--- config.mk ---
export PLATFORM = sky130hd
export DESIGN_NAME = alu_writeback
export DESIGN_NICKNAME = d
export VERILOG_FILES = /design/src/rtl/alu_pkg.sv /design/src/rtl/alu_regfile.sv /design/src/rtl/alu_writeback.sv
export SDC_FILE = /design/constraint.sdc
export NUM_CORES = 1
export LEC_CHECK = 0
export CORE_ASPECT_RATIO = 1.5
export CORE_UTILIZATION = 43
export DETAILED_ROUTE_END_ITERATION = 8
export MAX_ROUTING_LAYER = met4
export PLACE_DENSITY_LB_ADDON = 0.15
export SYNTH_ARGS = -nofsm -noshare
export SYNTH_HDL_FRONTEND = slang
export SYNTH_SLANG_ARGS = --single-unit
--- constraint.sdc ---
create_clock -name clk -period 2.05 [get_ports clk]
set_input_delay 0.3075 -clock clk [delete_from_list [all_inputs] [get_ports clk]]
set_output_delay 0.3075 -clock clk [all_outputs]
set_load 0.05 [all_outputs]
--- src/rtl/alu_pkg.sv ---
// Shared opcode encodings, writeback classes and FSM states for the ALU writeback stage.
// Build option ALU_WB_BYPASS_EN (see alu_regfile / alu_writeback) enables read-after-write forwarding.
package alu_pkg;

   localparam int REG_AW = 3;
   localparam int DATA_W = 16;
   localparam int STAT_W = 8;
   localparam int STK_W  = 12;

   // Named opcodes that the stage treats specially.
   localparam logic [5:0] OP_ADD = 6'h11;
   localparam logic [5:0] OP_MUL = 6'h21;
   localparam logic [5:0] OP_RTN = 6'h26;
   localparam logic [5:0] OP_GHS = 6'h16;

   // Register-writing encodings, as single codes and inclusive ranges.
   localparam logic [5:0] OP_WR_03    = 6'h03;
   localparam logic [5:0] OP_WR_A_LO  = 6'h06;
   localparam logic [5:0] OP_WR_A_HI  = 6'h09;
   localparam logic [5:0] OP_WR_B_LO  = 6'h0B;
   localparam logic [5:0] OP_WR_B_HI  = 6'h14;
   localparam logic [5:0] OP_WR_18    = 6'h18;
   localparam logic [5:0] OP_WR_19    = 6'h19;
   localparam logic [5:0] OP_WR_1B    = 6'h1B;
   localparam logic [5:0] OP_WR_C_LO  = 6'h1D;
   localparam logic [5:0] OP_WR_C_HI  = 6'h20;
   localparam logic [5:0] OP_WR_22    = 6'h22;

   // Status-only encodings.
   localparam logic [5:0] OP_GHOST_LO = 6'h15;
   localparam logic [5:0] OP_GHOST_HI = 6'h16;
   localparam logic [5:0] OP_FLAG_LO  = 6'h29;
   localparam logic [5:0] OP_FLAG_HI  = 6'h36;

   typedef enum logic [2:0] {WR_RD, GHOST, FLAG, MUL, STACK, NONE} wb_class_t;
   typedef enum logic {IDLE, WR_HI} wb_state_t;

   function automatic wb_class_t opcode_to_class(input logic [5:0] op);
      wb_class_t c;
      c = NONE;
      if (op inside {OP_WR_03, [OP_WR_A_LO:OP_WR_A_HI], [OP_WR_B_LO:OP_WR_B_HI],
                     OP_WR_18, OP_WR_19, OP_WR_1B, [OP_WR_C_LO:OP_WR_C_HI], OP_WR_22})
         c = WR_RD;
      else if (op inside {[OP_GHOST_LO:OP_GHOST_HI]})
         c = GHOST;
      else if (op inside {[OP_FLAG_LO:OP_FLAG_HI]})
         c = FLAG;
      else if (op == OP_MUL)
         c = MUL;
      else if (op == OP_RTN)
         c = STACK;
      return c;
   endfunction

endpackage

--- src/rtl/alu_regfile.sv ---
// 8x16 general register file: one synchronous write port, two combinational read ports.
// With ALU_WB_BYPASS_EN defined, reads of the register being written return the write data.
module alu_regfile
   import alu_pkg::*;
#(
   parameter int REG_COUNT = 8
) (
   input  logic              clk,
   input  logic              reset,
   input  logic              we_i,
   input  logic [REG_AW-1:0] waddr_i,
   input  logic [DATA_W-1:0] wdata_i,
   input  logic [REG_AW-1:0] rs1_addr_i,
   input  logic [REG_AW-1:0] rs2_addr_i,
   output logic [DATA_W-1:0] rs1_data_o,
   output logic [DATA_W-1:0] rs2_data_o
);

   logic [DATA_W-1:0] regs_q [REG_COUNT];

   always_ff @(posedge clk) begin
      if (reset) begin
         for (int i = 0; i < REG_COUNT; i++) regs_q[i] <= '0;
      end else if (we_i) begin
         regs_q[waddr_i] <= wdata_i;
      end
   end

`ifdef ALU_WB_BYPASS_EN
   assign rs1_data_o = (we_i && (waddr_i == rs1_addr_i)) ? wdata_i : regs_q[rs1_addr_i];
   assign rs2_data_o = (we_i && (waddr_i == rs2_addr_i)) ? wdata_i : regs_q[rs2_addr_i];
`else
   assign rs1_data_o = regs_q[rs1_addr_i];
   assign rs2_data_o = regs_q[rs2_addr_i];
`endif

endmodule

--- src/rtl/alu_writeback.sv ---
// ALU writeback stage: register file, status and stack registers, two-cycle MUL writeback FSM.
// ALU_WB_BYPASS_EN forwards in-flight register and status writes to the read side.
module alu_writeback
   import alu_pkg::*;
#(
   parameter int               REG_COUNT = 8,
   parameter logic [STK_W-1:0] SP_RESET  = 12'hFFF
) (
   input  logic              clk,
   input  logic              reset,
   input  logic              exec1,
   output logic              ready,
   input  logic [5:0]        encoded_opcode,
   input  logic [REG_AW-1:0] rd_addr,
   input  logic [DATA_W-1:0] aluout1,
   input  logic [DATA_W-1:0] aluout2,
   input  logic [STAT_W-1:0] statusregout,
   input  logic [STK_W-1:0]  decremented_stack_reg,
   input  logic [REG_AW-1:0] rs1_addr,
   input  logic [REG_AW-1:0] rs2_addr,
   output logic [DATA_W-1:0] rs1data,
   output logic [DATA_W-1:0] rs2data,
   output logic [STAT_W-1:0] statusregin,
   output logic [STK_W-1:0]  stack_reg
);

   wb_state_t         state_q, state_d;
   logic [DATA_W-1:0] hi_data_q, hi_data_d;
   logic [REG_AW-1:0] hi_addr_q, hi_addr_d;
   logic [STAT_W-1:0] status_q, status_d;
   logic [STK_W-1:0]  stack_q, stack_d;

   wb_class_t         cls;
   logic              accept;
   logic              status_we;
   logic              rf_we;
   logic [REG_AW-1:0] rf_waddr;
   logic [DATA_W-1:0] rf_wdata;

   assign ready  = (state_q == IDLE);
   assign accept = exec1 & ready;
   assign cls    = opcode_to_class(encoded_opcode);

   assign status_we = accept & (cls inside {WR_RD, GHOST, FLAG, MUL});

   // The WR_HI cycle owns the write port; new work is not accepted then.
   assign rf_we    = ~reset & ((state_q == WR_HI) | (accept & (cls inside {WR_RD, MUL})));
   assign rf_waddr = (state_q == WR_HI) ? hi_addr_q : rd_addr;
   assign rf_wdata = (state_q == WR_HI) ? hi_data_q : aluout1;

   always_comb begin
      state_d   = state_q;
      hi_data_d = hi_data_q;
      hi_addr_d = hi_addr_q;
      status_d  = status_q;
      stack_d   = stack_q;
      if (state_q == WR_HI) state_d = IDLE;
      if (status_we) status_d = statusregout;
      if (accept && cls == STACK) stack_d = decremented_stack_reg;
      if (accept && cls == MUL) begin
         state_d   = WR_HI;
         hi_data_d = aluout2;
         hi_addr_d = rd_addr + 3'd1;
      end
   end

   always_ff @(posedge clk) begin
      if (reset) begin
         state_q   <= IDLE;
         hi_data_q <= '0;
         hi_addr_q <= '0;
         status_q  <= '0;
         stack_q   <= SP_RESET;
      end else begin
         state_q   <= state_d;
         hi_data_q <= hi_data_d;
         hi_addr_q <= hi_addr_d;
         status_q  <= status_d;
         stack_q   <= stack_d;
      end
   end

   alu_regfile #(.REG_COUNT(REG_COUNT)) u_regfile (
      .clk        (clk),
      .reset      (reset),
      .we_i       (rf_we),
      .waddr_i    (rf_waddr),
      .wdata_i    (rf_wdata),
      .rs1_addr_i (rs1_addr),
      .rs2_addr_i (rs2_addr),
      .rs1_data_o (rs1data),
      .rs2_data_o (rs2data)
   );

`ifdef ALU_WB_BYPASS_EN
   assign statusregin = (status_we && !reset) ? statusregout : status_q;
`else
   assign statusregin = status_q;
`endif
   assign stack_reg = stack_q;

endmodule

==> run summary, run 1 <==
R2R Path End: u_regfile.regs_q[1][2]$_SDFFCE_PN0P_
CTS buffer count: 17
largest net degree at the start of global routing: 54
die area: 20,700 um^2
Synthesized Nets: 735
CP max FO: 2
worst hold stages: 3
CP Launch Type: flip-flop
I/O Pins: 123
synth warn: 0
Setup CP Type: flip-flop to primary output
WL final: 23.2 mm
Critical Path Stages: 3
period utilization: 102%
CTS hold repair buffers: 0
crit path time final: 2100 ps
crit-path cells: mux4_2, mux2_4, buf_6
DRC Markers: 0
ANT cells: 0
post-detail-place hpwl: 16.2 mm
total of fill cells in the finished design: 1,566
CTS Root Cell: clkbuf_16
Hold Crit Class: input pin to flip-flop
Reg2Reg Setup Slack: 180 ps
Clock Sinks: 168
Iter 0 DRT Violations: 335
vias in the first global route: 6,639
status: complete, but fails checks
Max transition margin: 64.3%
Largest register FFs: 128
share of layout cells above drive strength 1: 31.6%
Via density: 5.55
Reg clk slew, reported paths: 70 ps
violated checks: negative setup slack
CP Buf/Inv Count: 1
Worst-Skew Late Latency: 420 ps
post-synthesis cell count: 664
Overflow after GRT: 0
fin. max-slew vios: 0
FFs w/ async S/R, synth: 0%
mean post-synth cell area: 13.0 um^2
CTS Buffer Depth: 2
Core Footprint: 19,700 um^2
Peak VDD IR: 507 uV
Max Fclk: 477 MHz
area delta synth->final: 35.4%
Worst Reg2Reg Path Length in Cells: 6
CTS tree: built
LEAKAGE: 4.73 nW
Critical R2R Launch: state_q$_SDFF_PP0_
crit path DAT: 1790 ps
cell family with most CP delay: multiplexers
pwr dens: 752 nW/um^2
RSZ-0062 raised after global routing: yes
worst hold start: reset
initial antenna violation count: 0
Die Height: 176 um
max-cap viol count: 0
slowest stage cell on the critical path: mux4_2
first-pass GRT wire length: 35.6 mm
final hold slack: 457 ps
H-tree depth: 4
#FFs+latches synth: 168
PortBufs: 122
final hold vios: 0
Post-layout nets: 913
Placer Congestion: 0.793
CP Launch Point: u_regfile.regs_q[1][2]$_SDFFCE_PN0P_
setup ws final: -47.0 ps
Final Setup Violations: 27
ANT nets after route: 0
top_reg_cell synth: edfxtp_1
slowest stage delay, CP: 510 ps
Detailed Routing Iterations Pass 1: 7
Layout Skew: 11.0 ps
post-synthesis cell area: 8640 um^2
total placed cells including tap cells: 1,080
Crit. End Element: primary output
gr usage total: 23.7%
sequential area share after synthesis: 53.7%
Least-Margin Pin Slew: 534 ps
Core Rows: 63
Cell Count, Final, Fillers Out: 1,115
post-synthesis cell type count: 51
Initial Util: 43.9%
share of the core filled with cells: 59.4%
horizontal die dimension: 118 um
routed vias: 6,187
WHS Endpoint: u_regfile.regs_q[2][4]$_SDFFCE_PN0P_
per-cell routed wire length: 20.8 um
EDFF count, synth: 128
Crit path required time: 1740 ps
-- logic make-up after synthesis --
kind of cell    count (synthesis)  share of synthesized area (%)
simple gates                  241                           11.9
compound gates                 35                           3.37
xor+xnor                        1                          0.101
flops                         168                           53.7
mux                           150                           27.1
buf+inv                        68                           3.60
fa+ha+maj                       1                          0.145
-- worst register-to-register path, delay by kind of cell (launching register included) --
| kind | cells | cell delay, ps |
|---|---|---|
| DFF | 1 | 500 |
| and+or+nand+nor | 2 | 340 |
| AOI/OAI and AO/OA | 2 | 470 |
| buffers and inverters | 2 | 270 |
-- power breakdown --
| part | switching (W) | internal [W] | leakage [nW] |
|---|---|---|---|
| Sequential | 0.0000611 | 0.00376 | 1.70 |
| Clock | 0.00139 | 0.00208 | 0.312 |
| Combinational | 0.000788 | 0.000724 | 2.72 |
-- synthesized netlist by cell type, types with 3 or more instances --
cell      number  area, um^2
nor2_1       188         706
edfxtp_1     128        3840
mux4_2        64        1440
mux2i_1       53         531
dfxtp_1       40         801
mux2_2        32         360
nand2_1       23        86.3
buf_2         21         105
inv_1         20        75.1
clkbuf_1      18        67.6
nor2b_1        7        43.8
o21ai_0        6        30.0
a21o_1         5        37.5
a21oi_1        4        20.0
o211ai_2       4        50.1
o21ai_2        4        35.0
buf_1          3        11.3
buf_6          3        33.8
-- layout by cell type (no fill, tap or decap), drive strengths merged, types with 2 or more instances in the layout --
master / synthesis / routed
dlygate4sd2: 0 / 2
edfxtp: 128 / 128
nand3: 2 / 2
dlymetal6s2s: 0 / 3
or2: 2 / 2
inv: 20 / 26
nor4bb: 2 / 2
o211ai: 4 / 4
mux2i: 53 / 53
clkdlybuf4s50: 0 / 80
dfxtp: 40 / 40
mux2: 33 / 33
a21oi: 4 / 4
nand3b: 1 / 2
nor3b: 2 / 2
o32ai: 2 / 2
clkbuf: 18 / 19
nor2b: 7 / 7
nor4b: 2 / 2
buf: 29 / 118
and3: 2 / 2
mux4: 64 / 64
bufinv: 0 / 4
nor3: 2 / 2
clkinv: 1 / 4
nor2: 188 / 188
nand2: 23 / 23
o21ai: 11 / 11
a21o: 5 / 5
-- worst max-delay path by stage --
stage / slack, ps / to
after CTS: -60 / rs1data[9]
after detailed placement: -470 / statusregin[3]$_SDFFE_PP0P_
final: -50 / rs2data[2]
after global routing: -90 / rs1data[10]
after floorplan: -120 / u_regfile.regs_q[0][0]$_SDFFCE_PN0P_
after global placement: -430 / stack_reg[6]$_SDFFE_PP1P_
-- repair_timing --
item                                    in CTS  in global routing
buffers inserted                             0                  0
resized for setup                           59                 20
endpoints found under the setup margin      38                191
cloned                                       2                  1
-- final cells by class --
| cell class | instances | area, um^2 | share of cell area, % |
|---|---|---|---|
| flip-flops and latches | 168 | 4650 | 39.7 |
| multi-input cells | 429 | 3810 | 32.5 |
| repair buffers | 205 | 2200 | 18.8 |
| clock buffers | 19 | 433 | 3.70 |
| well taps | 260 | 325 | 2.78 |
| clock inverters | 13 | 206 | 1.76 |
| inverters | 21 | 78.8 | 0.674 |
-- per-layer routing --
metal | wire length [um] | vias to the layer above | share of wire [%] | track usage [%]
li1 | - | 2801 | - | -
met1 | 8160 | 3098 | 35 | 24.5
met2 | 13200 | 243 | 57 | 44.6
met3 | 1140 | 45 | 4.9 | 3.15
met4 | 664 | 0 | 2.9 | 10.2
met5 | 0 | - | 0 | -
-- metrics by stage --
step / cell area [um^2] / setup slack (ps) / setup TNS (ps) / total power, W
detailed placement: 10700 / -473 / -103240 / 0.00528
CTS: 11600 / -64.1 / -849 / 0.00883
global placement: 10700 / -432 / -90180 / 0.00525
floorplan: 8650 / -119 / -7590 / 0.00470
global route: 11700 / -90.7 / -1720 / 0.00907
finish: 11700 / -47.0 / -636 / 0.00880
(Power assumes the default switching activity.)
==> run 2: changes to the inputs <==
Settings changed: CAP_MARGIN set to 20, SETUP_SLACK_MARGIN set to 0.15.
==> run 2 against run 1 <==
Compared with the run above:
- the run still ends with negative setup slack left
- cell area increased by 0.89%
- count of clock-buffer cells in the layout increased by 3
- die area unchanged
- non-clock buffer count stayed put
- critical path depth did not move
- largest power group unchanged
==> run summary, run 2 (synthesis gave the netlist of run 1 again) <==
status: complete, but fails checks
violated checks: negative setup slack
CTS Buffer Depth: 2 (unchanged)
pwr dens: 718 nW/um^2 (-4.6%)
commonest non-fill, non-tap cell in the layout: nor2_1
Gate power share: 18.1% (+0.9 points)
Core Footprint: 19,700 um^2 (unchanged)
per-cell routed wire length: 21.0 um (+1.3%)
DR WL met3: 1.37 mm (+21%)
CTS hold repair buffers: 0 (unchanged)
H-tree depth: 4 (unchanged)
gr usage total: 24.3% (+0.55 points)
Worst-Skew Late Latency: 430 ps (about the same)
Die Height: 176 um (unchanged)
Pint: 0.00632 W (-3.7%)
initial antenna violation count: 0 (unchanged)
cell family with most CP delay: multiplexers
DR top layer: met4
CP Launch Type: flip-flop
Cell Count, Final, Fillers Out: 1,114 (-0.090%)
Clock Sinks: 168 (unchanged)
period utilization: 102% (+0.13 points)
slowest stage delay, CP: 490 ps (-20 ps)
Reg2Reg Setup Slack: 240 ps (+60 ps)
final hold vios: 0 (unchanged)
Layout Skew: 8.92 ps (-2.04 ps)
Post-layout nets: 912 (-0.11%)
horizontal die dimension: 118 um (unchanged)
Peak VDD IR: 515 uV (+1.7%)
Crit. End Element: primary output
PortBufs: 122 (unchanged)
crit path time final: 2100 ps (+2.74 ps)
max-cap viol count: 0 (unchanged)
Least-Margin Pin Slew: 512 ps (-22.0 ps)
Max Fclk: 476 MHz (-0.13%)
Critical R2R Launch: state_q$_SDFF_PP0_
CP Buf/Inv Count: 1 (unchanged)
Worst Reg2Reg Path Length in Cells: 4 (-2)
RSZ-0062 raised after global routing: yes
routed vias: 6,096 (-1.5%)
Critical Path Stages: 3 (unchanged)
fin. max-slew vios: 0 (unchanged)
Hold Crit Class: input pin to flip-flop
crit-path cells: mux4_2, mux2_4, buf_8
total placed cells including tap cells: 1,080 (unchanged)
M1 wire length: 8.10 mm (-0.77%)
largest net degree at the start of global routing: 36 (-33%)
WL final: 23.4 mm (+1.2%)
Final Setup Violations: 22 (-19%)
ANT nets after route: 0 (unchanged)
post-detail-place hpwl: 16.4 mm (+1.7%)
Setup TNS: -548 ps (+87.5 ps)
CP max FO: 2 (unchanged)
R2R Path End: u_regfile.regs_q[6][2]$_SDFFCE_PN0P_
Overflow after GRT: 0 (unchanged)
CTS buffer count: 17 (unchanged)
CP Launch Point: u_regfile.regs_q[4][0]$_SDFFCE_PN0P_
most frequent cells in the layout: nor2_1, edfxtp_1, mux4_2
Core Rows: 63 (unchanged)
total of fill cells in the finished design: 1,615 (+3.1%)
Net Sw Frac: 25.4% (about the same)
Detailed Routing Iterations Pass 1: 5 (-2)
DRC Markers: 0 (unchanged)
ANT cells: 0 (unchanged)
area delta synth->final: 36.6%
Seq pwr share: 45.1% (+1.7 points)
Initial Util: 43.9% (unchanged)
CTS tree: built
Reg clk slew, reported paths: 60 ps (about the same)
Via density: 5.47 (-1.4%)
clock network power share: 36.9% (-2.5 points)
P_sw: 0.00216 W (-3.6%)
Iter 0 DRT Violations: 328 (-2.1%)
slowest stage cell on the critical path: mux4_2
Critical Path End: rs1data[0]
crit path DAT: 1790 ps (about the same)
LEAKAGE: 4.83 nW (+2.2%)
vias in the first global route: 6,690 (+0.77%)
Max transition margin: 65.8% (+1.5 points)
Largest register FFs: 128 (unchanged)
Placer Congestion: 0.823 (+3.8%)
CTS Root Cell: clkbuf_16
first-pass GRT wire length: 36.0 mm (+0.99%)
I/O Pins: 123 (unchanged)
Setup CP Type: flip-flop to primary output
worst hold stages: 3 (unchanged)
share of layout cells above drive strength 1: 32.7% (+1.1 points)
Crit path required time: 1740 ps (about the same)
setup ws final: -49.8 ps (-2.74 ps)
die area: 20,700 um^2 (unchanged)
Setup Buffers After CTS: 0 (unchanged)
met2 WL: 13.5 mm (+2.2%)
==> run 2: cell count changes in the layout (fill, tap and decap cells not counted), moves of 6 or more <==
cell	before	now
dlygate4sd2_1	2	15
buf_4	63	57
mux2_2	12	4
dlymetal6s2s_1	3	11
clkdlybuf4s50_1	80	58
clkinv_2	0	6
mux2_4	20	28
==> run 2: power by group through the flow <==
| stage | sequential (W) | combinational, W | clock [W] |
|---|---|---|---|
| floorplan | 0.00394 | 0.000799 | 0 |
| global placement | 0.00388 | 0.00141 | 0 |
| detailed placement | 0.00389 | 0.00144 | 0 |
| CTS | 0.00382 | 0.00155 | 0.00316 |
| global route | 0.00383 | 0.00161 | 0.00329 |
| finish | 0.00382 | 0.00153 | 0.00313 |
==> run 2: worst min-delay path by stage <==
stage	from	to	slack, ps
floorplan	aluout2[0]	hi_data_q[0]$_SDFFE_PP0P_	450
global placement	hi_data_q[9]$_SDFFE_PP0P_	hi_data_q[9]$_SDFFE_PP0P_	480
detailed placement	statusregin[6]$_SDFFE_PP0P_	statusregin[6]$_SDFFE_PP0P_	490
CTS	reset	hi_data_q[8]$_SDFFE_PP0P_	330
global route	reset	hi_data_q[8]$_SDFFE_PP0P_	350
finish	reset	hi_data_q[14]$_SDFFE_PP0P_	350
==> run 2: stage by stage <==
step                      hold WS [ps]  setup slack (ps)  area [um^2]  total power, W  utilization, %
after global routing               353             -90.7        11800         0.00872            59.9
after floorplan                    451               104         8860         0.00474               -
final                              347             -49.8        11800         0.00848            59.9
after global placement             475              -431        10900         0.00529            55.3
after detailed placement           488              -527        10900         0.00533            55.3
after CTS                          333             -72.0        11800         0.00853            59.7
==> run 2: layout make-up <==
| cell class | instances | area, um^2 | share of cell area, % |
|---|---|---|---|
| clock buffer | 22 | 529 | 4.48 |
| tap | 260 | 325 | 2.76 |
| sequential | 168 | 4650 | 39.4 |
| clock inverter | 10 | 60.1 | 0.509 |
| inverter | 21 | 82.6 | 0.700 |
| timing repair buffer | 205 | 2240 | 19.0 |
| multi-input combinational | 428 | 3920 | 33.2 |
==> run 2: metal layers <==
metal  vias to the layer above  global-route usage [%]
met3                        42                    4.61
met1                      3012                    24.6
li1                       2796                       -
met4                         0                    8.49
met2                       246                    46.0
met5                         -                       -
==> run 2: worst min-delay path: cells and delay by family <==
kind	cells	cell delay, ps
AND/OR/NAND/NOR	1	120
buffers and inverters	2	320
==> run 2: what timing repair did <==
| item | 4_1_cts | 5_1_grt |
|---|---|---|
| setup endpoints to repair | 317 | 262 |
| pin swaps | 2 | 0 |
| gates resized for setup | 95 | 16 |
| gates cloned | 2 | 0 |
==> run 3: changes to the inputs <==
Settings changed: CTS_CLUSTER_SIZE set to 40.
==> results of run 3 <==
The final DEF is identical to that of run 2; final timing and power are the same.
